==> config.mk <==
export PLATFORM = sky130hd
export DESIGN_NAME = dl_skid_buf
export DESIGN_NICKNAME = d
export VERILOG_FILES = /design/src/rtl/dl_skid_buf_pkg.sv /design/src/rtl/dl_skid_buf_reg.sv /design/src/rtl/dl_skid_buf.sv
export SDC_FILE = /design/constraint.sdc
export NUM_CORES = 1
export LEC_CHECK = 0
export BUFFER_PORTS_ARGS = -buffer_cell sky130_fd_sc_hd__buf_2
export CORE_MARGIN = 2
export CORE_UTILIZATION = 56
export CTS_CLUSTER_DIAMETER = 100
export DETAILED_ROUTE_END_ITERATION = 16
export PLACE_DENSITY = 0.81
export REMOVE_ABC_BUFFERS = 1
export SLEW_MARGIN = 40
export SYNTH_ARGS = -nofsm -noshare
export SYNTH_HDL_FRONTEND = slang
export SYNTH_SLANG_ARGS = --single-unit
==> constraint.sdc <==
create_clock -name clk -period 10.6 [get_ports clk]
set_input_delay 1.06 -clock clk [delete_from_list [all_inputs] [get_ports clk]]
set_output_delay 1.06 -clock clk [all_outputs]
set_load 0.01 [all_outputs]
==> src/rtl/dl_skid_buf_pkg.sv <==
// Shared encodings for the dl_skid_buf elastic stage: occupancy states and
// the next-value selections used in front of the two data registers.
package dl_skid_buf_pkg;

  // The state encoding equals the occupancy, so the state register doubles as count.
  typedef enum logic [1:0] {
    EMPTY = 2'd0,
    ONE   = 2'd1,
    FULL  = 2'd2
  } state_e;

  typedef enum logic [1:0] {
    SEL_HOLD = 2'd0,
    SEL_IN   = 2'd1,
    SEL_SKID = 2'd2,
    SEL_ZERO = 2'd3
  } sel_e;

  localparam int MAX_COUNT = 2;

endpackage

==> src/rtl/dl_skid_buf_reg.sv <==
// Library register dl_reg: a plain NUM_BITS-wide flop with no enable or reset;
// hold, load and clear behaviour are supplied by the mux placed in front of it.
module dl_reg #(
  parameter int NUM_BITS = 32
) (
  input  logic                clk,
  input  logic [NUM_BITS-1:0] d,
  output logic [NUM_BITS-1:0] q
);

  always_ff @(posedge clk) begin
    q <= d;
  end

endmodule

==> src/rtl/dl_skid_buf.sv <==
// Two-entry valid/ready skid buffer. Every output is a flop, so a late-arriving
// out_ready never reaches in_ready combinationally.
`ifndef __DL_SKID_BUF_V__
`define __DL_SKID_BUF_V__

module dl_skid_buf
  import dl_skid_buf_pkg::*;
#(
  parameter int NUM_BITS = 32
) (
  input  logic                clk,
  input  logic                rst,
  input  logic                flush,
  input  logic                in_valid,
  input  logic [NUM_BITS-1:0] in_data,
  output logic                in_ready,
  output logic                out_valid,
  output logic [NUM_BITS-1:0] out_data,
  input  logic                out_ready,
  output logic [1:0]          count
);

  state_e              state_p1;
  state_e              state_nxt;
  logic                in_ready_p1;
  logic                out_valid_p1;
  sel_e                main_sel;
  sel_e                skid_sel;
  logic [NUM_BITS-1:0] main_p1;
  logic [NUM_BITS-1:0] skid_p1;
  logic [NUM_BITS-1:0] main_d;
  logic [NUM_BITS-1:0] skid_d;
  logic                in_fire;
  logic                out_fire;

  function automatic logic [NUM_BITS-1:0] next_word(
    input sel_e                sel,
    input logic [NUM_BITS-1:0] cur,
    input logic [NUM_BITS-1:0] in_w,
    input logic [NUM_BITS-1:0] skid_w
  );
    logic [NUM_BITS-1:0] w;
    case (sel)
      SEL_IN:   w = in_w;
      SEL_SKID: w = skid_w;
      SEL_ZERO: w = '0;
      default:  w = cur;
    endcase
    return w;
  endfunction

  assign in_fire  = in_valid & in_ready_p1;
  assign out_fire = out_valid_p1 & out_ready;

  // Next-state and register-load selection; reset outranks flush, flush outranks handshakes.
  always_comb begin
    state_nxt = state_p1;
    main_sel  = SEL_HOLD;
    skid_sel  = SEL_HOLD;
    if (rst) begin
      state_nxt = EMPTY;
      main_sel  = SEL_ZERO;
      skid_sel  = SEL_ZERO;
    end else if (flush) begin
      state_nxt = EMPTY;
    end else begin
      case (state_p1)
        EMPTY: begin
          if (in_fire) begin
            state_nxt = ONE;
            main_sel  = SEL_IN;
          end
        end
        ONE: begin
          if (in_fire && out_fire) begin
            main_sel = SEL_IN;
          end else if (in_fire) begin
            state_nxt = FULL;
            skid_sel  = SEL_IN;
          end else if (out_fire) begin
            state_nxt = EMPTY;
          end
        end
        FULL: begin
          if (out_fire) begin
            state_nxt = ONE;
            main_sel  = SEL_SKID;
          end
        end
        default: state_nxt = EMPTY;
      endcase
    end
  end

  // Stage boundary: control flops, with handshake flags precomputed from the next state.
  always_ff @(posedge clk) begin
    if (rst) begin
      state_p1     <= EMPTY;
      in_ready_p1  <= 1'b1;
      out_valid_p1 <= 1'b0;
    end else begin
      state_p1     <= state_nxt;
      in_ready_p1  <= (state_nxt != FULL);
      out_valid_p1 <= (state_nxt != EMPTY);
    end
  end

  assign main_d = next_word(main_sel, main_p1, in_data, skid_p1);
  assign skid_d = next_word(skid_sel, skid_p1, in_data, skid_p1);

  // Stage boundary: data flops.
  dl_reg #(.NUM_BITS(NUM_BITS)) u_main (
    .clk (clk),
    .d   (main_d),
    .q   (main_p1)
  );

  dl_reg #(.NUM_BITS(NUM_BITS)) u_skid (
    .clk (clk),
    .d   (skid_d),
    .q   (skid_p1)
  );

  assign in_ready  = in_ready_p1;
  assign out_valid = out_valid_p1;
  assign out_data  = main_p1;
  assign count     = state_p1;

endmodule

`endif

# Word level (Yosys, flattened, before mapping)
# Cells that the tools add are included.
# word_totals
elab_cells	40
ff_bits	68
# classes
muxes	20
bitwise_logic	2
reduce_logical	5
eq_ne	8
# ops
cell	n
32-bit one-hot mux with 3 select lines	1
32-bit one-hot mux with 2 select lines	1
2-bit 2-to-1 mux	11
2-bit one-hot mux with 3 select lines	2
2-bit equality test (second input constant)	4
2-bit by 1-bit equality test with 1-bit output (second input constant)	3
1-bit 2-to-1 mux	5
2-bit nonzero test	2
3-bit nonzero test	1
1-bit bitwise AND	2
2-bit zero test	1
2-bit != test (second input constant)	1
1-bit logical AND	1

# Logic depth before layout (Yosys ltp)
# logic_depth
ltp_word	8
mapped_depth	4

# Modules after synthesis
# Synthesis repeated with hierarchy kept, for this count alone.
# unflattened
cells_unflattened	236
area_unflattened_um2	2544.9
# by_module_without_submodules
module	n_inst	cells_per_inst	area_per_inst_um2	seq_area_each_um2
dl_reg	2	32	640.6	640.6
dl_skid_buf	1	172	1263.7	80.1

# Least setup slack after synthesis
# OpenSTA, ideal clock, no wires.
# synth_path
kind	input to register
startpoint	input port in_valid
endpoint	register u_main.q[0], enable pin
path_slack_ns	6.383
arrival_time_ns	3.747
n_path_buf	0
setup_time_ns	0.470
path_stages	3
path_cell_list	and3b_1 a21oi_1 o31ai_1
# synth_via
elab_chain_cells	8
elab_cells_between_ends	11
cone_classes	eq/ne (3); mux (5); bitwise (1); reduce/logical (2)
# synth_lines
item	line_no	text
start, declared	dl_skid_buf.sv:14	input logic in_valid,
1-bit bitwise AND (*)	dl_skid_buf.sv:52	assign in_fire = in_valid & in_ready_p1;
1-bit logical AND	dl_skid_buf.sv:75	if (in_fire && out_fire) begin
1-bit 2-to-1 mux	dl_skid_buf.sv:75	
2-bit one-hot mux with 3 select lines (*)	dl_skid_buf.sv:67	case (state_p1)
2-bit 2-to-1 mux (*)	dl_skid_buf.sv:64	end else if (flush) begin
2-bit 2-to-1 mux (*)	dl_skid_buf.sv:60	if (rst) begin
2-bit equality test / 2-bit by 1-bit equality test with 1-bit output (equally long branches)	dl_skid_buf.sv:43	case (sel)
3-bit nonzero test (no line) (*)	-	
end signal, assigned	dl_skid_buf_reg.sv:12	q <= d;
end, declared	dl_skid_buf_reg.sv:8	output logic [NUM_BITS-1:0] q
# Every way passes the cells marked *; elsewhere a longest branch is shown, timed or not.
# A chain may end at the register's enable or synchronous reset.

# Final worst setup path
# layout_path
startpoint	input port out_ready
endpoint	register u_main.q[25], data pin
# layout_via
elab_chain_cells	8
elab_cells_between_ends	11
cone_classes	eq/ne (3); mux (6); bitwise (1); reduce/logical (1)
# layout_lines
item	line_no	text
start, declared	dl_skid_buf.sv:19	input logic out_ready,
1-bit bitwise AND (*)	dl_skid_buf.sv:53	assign out_fire = out_valid_p1 & out_ready;
1-bit logical AND	dl_skid_buf.sv:75	
1-bit 2-to-1 mux	dl_skid_buf.sv:75	
2-bit one-hot mux with 3 select lines (*)	dl_skid_buf.sv:67	
2-bit 2-to-1 mux (*)	dl_skid_buf.sv:64	
2-bit 2-to-1 mux (*)	dl_skid_buf.sv:60	
2-bit equality test / 2-bit by 1-bit equality test with 1-bit output (equally long branches)	dl_skid_buf.sv:43	
32-bit one-hot mux with 3 select lines (*)	dl_skid_buf.sv:43	
net main_d[25]	dl_skid_buf.sv:31	logic [NUM_BITS-1:0] main_d;
# The timed path passes the listed nets; every way through them passes the cells marked *.

==> reports/summary.md <==
### Run status
- **status** completed

### Global routing
- **largest net degree at the start of global routing** 40
- **wire length of the first global-routing pass** 7348 um
- **GRT Resource Usage Total** 0.1808
- **number of antenna violations at the first check in global routing** 0
- **vias in the first global route** 1534
- **GRT Residual Overflow** 0

### Critical path
- **CP delay by family, top** simple AND/OR/NAND/NOR gates
- **cell at the slowest stage of the critical path** nor3_4
- **critical path, cell by cell** buf_2, nand2_1, nor3_4, buf_4, o2bb2ai_1
- **total number of cells along the worst setup path** 5
- **maximum fanout count along the critical path** 18
- **Critical Path AT** 2.37 ns
- **number of buffer and inverter stages on the critical path** 2
- **delay of the slowest cell on the worst path** 0.59 ns
- **reg2reg path depth** 4
- **category of the critical setup timing path** in -> reg
- **Worst EP required** 10.67 ns
- **startpoint type of the worst setup path** input pin
- **sort of element at the end of the critical path** register

### Placement
- **I/O Buffers** 72
- **weighted congestion at the end of routability-driven global placement** 0.7476
- **detailed placement HPWL** 3201 um

### Synthesis
- **fraction of the mapped netlist area in compound gates** 0.1258
- **Post-Synth Adder-Cell Area** 0
- **dominant synthesized flop cell** edfxtp_1
- **number of register bits inferred by synthesis** 68
- **number of enable-type register cells in the synthesized netlist** 64
- **most instantiated cells after synthesis** edfxtp_1, inv_1, nand2b_1
- **xor/xnor cell area share of the yosys netlist** 0
- **top cell type by total area after synthesis** edfxtp_1
- **top-count cell post-synth** edfxtp_1
- **proportion of register bits with asynchronous set or reset after synthesis** 0
- **gate count after technology mapping** 196
- **mux cell area share after synthesis** 0
- **number of unique standard cell types used by synthesis** 30
- **share of the synthesized area in the top cell type** 0.6687
- **synth top area cells** edfxtp_1, o2bb2ai_1, nand2b_1, inv_1, dfxtp_1
- **sequential share of the synthesized area** 0.6966
- **largest family of logic cells by synthesized area** compound AO/OA/AOI/OAI gates
- **Post-Syn Area** 0.002874 mm2
- **post-synthesis average cell area** 14.66 um2
- **Warnings, synthesis** 0
- **Simple-Gate Fraction of Synth Area** 0.1075

### CTS
- **clock-pin slew on the worst setup and hold paths** 0.06 ns
- **H-tree depth reported by CTS** 3
- **number of buffers added for setup after CTS** 0
- **number of buffers inserted for hold repair after clock tree synthesis** 0
- **CTS resizes** 0
- **buffer depth of the longest clock path** 2
- **TritonCTS sink count** 68
- **Root Buffer Master** clkbuf_8
- **CTS tree** yes
- **Num CTS Buffers** 9
- **clock latency of the later-clocked register in the worst-skew pair** 0.33 ns

### Timing
- **final setup violation count** 0
- **slew at the pin with the worst max-slew slack** 0.6941 ns
- **worst hold slack across all endpoints** 0.5232 ns
- **number of max-slew violations in the final report** 0
- **unrepaired setup endpoints after global routing** no
- **final critical path time including I/O delays and setup** 2.297 ns
- **crit share post-route** 0.2167
- **remaining max-slew budget at the tightest pin** 0.5358
- **maximum clock frequency** 0.4353 GHz
- **TNS Setup** 0 ns
- **Final Skew** 0.009000 ns
- **Fin. Hold Viols** 0

### Pwr
- **switching power summed over all nets** 0.1184 mW
- **logic gate share of total power** 0.089
- **Switching Fraction** 0.2168
- **power density over the cells** 157.2 mW/mm2
- **clock network fraction of design power** 0.322
- **Max IR drop VDD** 0.00008557 V
- **leakage power figure** 1.548 nW
- **Flop pwr share** 0.589
- **Internal Pwr Total** 0.4278 mW

### Floorplanning
- **Ports** 73
- **Vert. Die Dim** 75.64 um
- **Initial Util** 0.5700
- **core area** 0.005042 mm2
- **die span in x** 75.64 um
- **floorplan row count** 26
- **overall die area** 0.005721 mm2

### Routing
- **first-pass iteration count of the detailed router** 5
- **antenna violation net count after detailed routing** 0
- **routed length per instance** 13.97 um
- **wirelength, routed** 4863 um
- **number of DRC markers after the initial detailed-route iteration** 104
- **residual DRC count** 0
- **vias** 1766
- **Avg Vias per Cell** 5.075

### Min path
- **Worst Hold Class** reg -> reg
- **cell count of the worst hold path** 1

### Run
- **number of violations of the max-capacitance limit** 0

### Layout
- **synthesis-to-finish area growth** 20.90%
- **diode count** 0
- **Storage cell area** 0.002002 mm2
- **area used by multi-input combinational logic** 695.7 um2
- **count of nets after finishing** 310
- **Layout fillers** 347
- **layout cell share with drive strength beyond 1** 0.3453

-- stage by stage --
stage / cells / util / power [mW] / setup slack, ns / cell area [um2]
2_1_floorplan: 185 / - / 0.3513 / 6.383 / 2796
5_1_grt: 348 / 0.6891 / 0.5679 / 8.157 / 3475
6_report: 348 / 0.6891 / 0.5462 / 8.303 / 3475
3_3_place_gp: 330 / 0.6529 / 0.3742 / 7.735 / 3292
3_5_place_dp: 332 / 0.6573 / 0.3763 / 7.969 / 3314
4_1_cts: 348 / 0.6891 / 0.5511 / 8.321 / 3475
-- final cells by class --
cell class                      instances  area share
Sequential cell                        68      0.5762
Multi-Input combinational cell         84      0.2002
Clock inverter                          1    0.001080
Timing Repair Buffer                   77      0.1167
Tap cell                               70     0.02521
Clock buffer                           15     0.04501
Inverter                               33     0.03565
-- flip-flops by register name (all words and copies together) (netlist names) --
signal	cells
u_skid.q	32
in_ready	1
count	2
u_main.q	32
out_valid	1
-- kinds of logic (layout without fill, tap and decap cells) --
| group | count (synthesis) | count (layout) |
|---|---|---|
| flops | 68 | 68 |
| buf+inv | 44 | 126 |
| compound gates | 40 | 40 |
| simple gates | 44 | 44 |
-- worst register-to-register path, cell delays in order, from the launching register on --
cell and delay, ns:
dfxtp_1 0.41, nand2b_4 0.21, nor3_4 0.60, buf_4 0.36, o2bb2ai_1 0.10
-- worst paths after layout --
path                    start           end  slack (ns)
setup / recovery    out_ready  u_main.q[25]        8.30
hold / removal    u_skid.q[4]   u_main.q[4]        0.52
setup reg to reg     count[0]  u_main.q[25]        8.67
hold reg to reg   u_skid.q[4]   u_main.q[4]        0.52
-- cell usage in the layout, fill, tap and decap left out, types with 4 or more instances in the layout --
cell and instances:
o2bb2ai_2 4, buf_4 4, buf_2 72, o2bb2ai_1 28, inv_1 33, edfxtp_1 64, dfxtp_1 4, clkbuf_1 5
nand2b_1 32, clkbuf_8 10
-- routing by layer --
layer	GRT usage	wire length, um	vias up
li1	-	-	868
met1	0.2513	2139	816
met2	0.2628	2297	74
met3	0.04497	344	8
met4	0.09942	82	0
met5	0	0	-
-- power by group through the flow --
stage / sequential (mW) / combinational (mW) / clock [mW]
after global routing: 0.323 / 0.0545 / 0.190
after floorplan: 0.334 / 0.0178 / 0
final: 0.322 / 0.0487 / 0.176
after global placement: 0.327 / 0.0473 / 0
after CTS: 0.322 / 0.0493 / 0.180
after detailed placement: 0.327 / 0.0491 / 0
(Power assumes the default switching activity.)
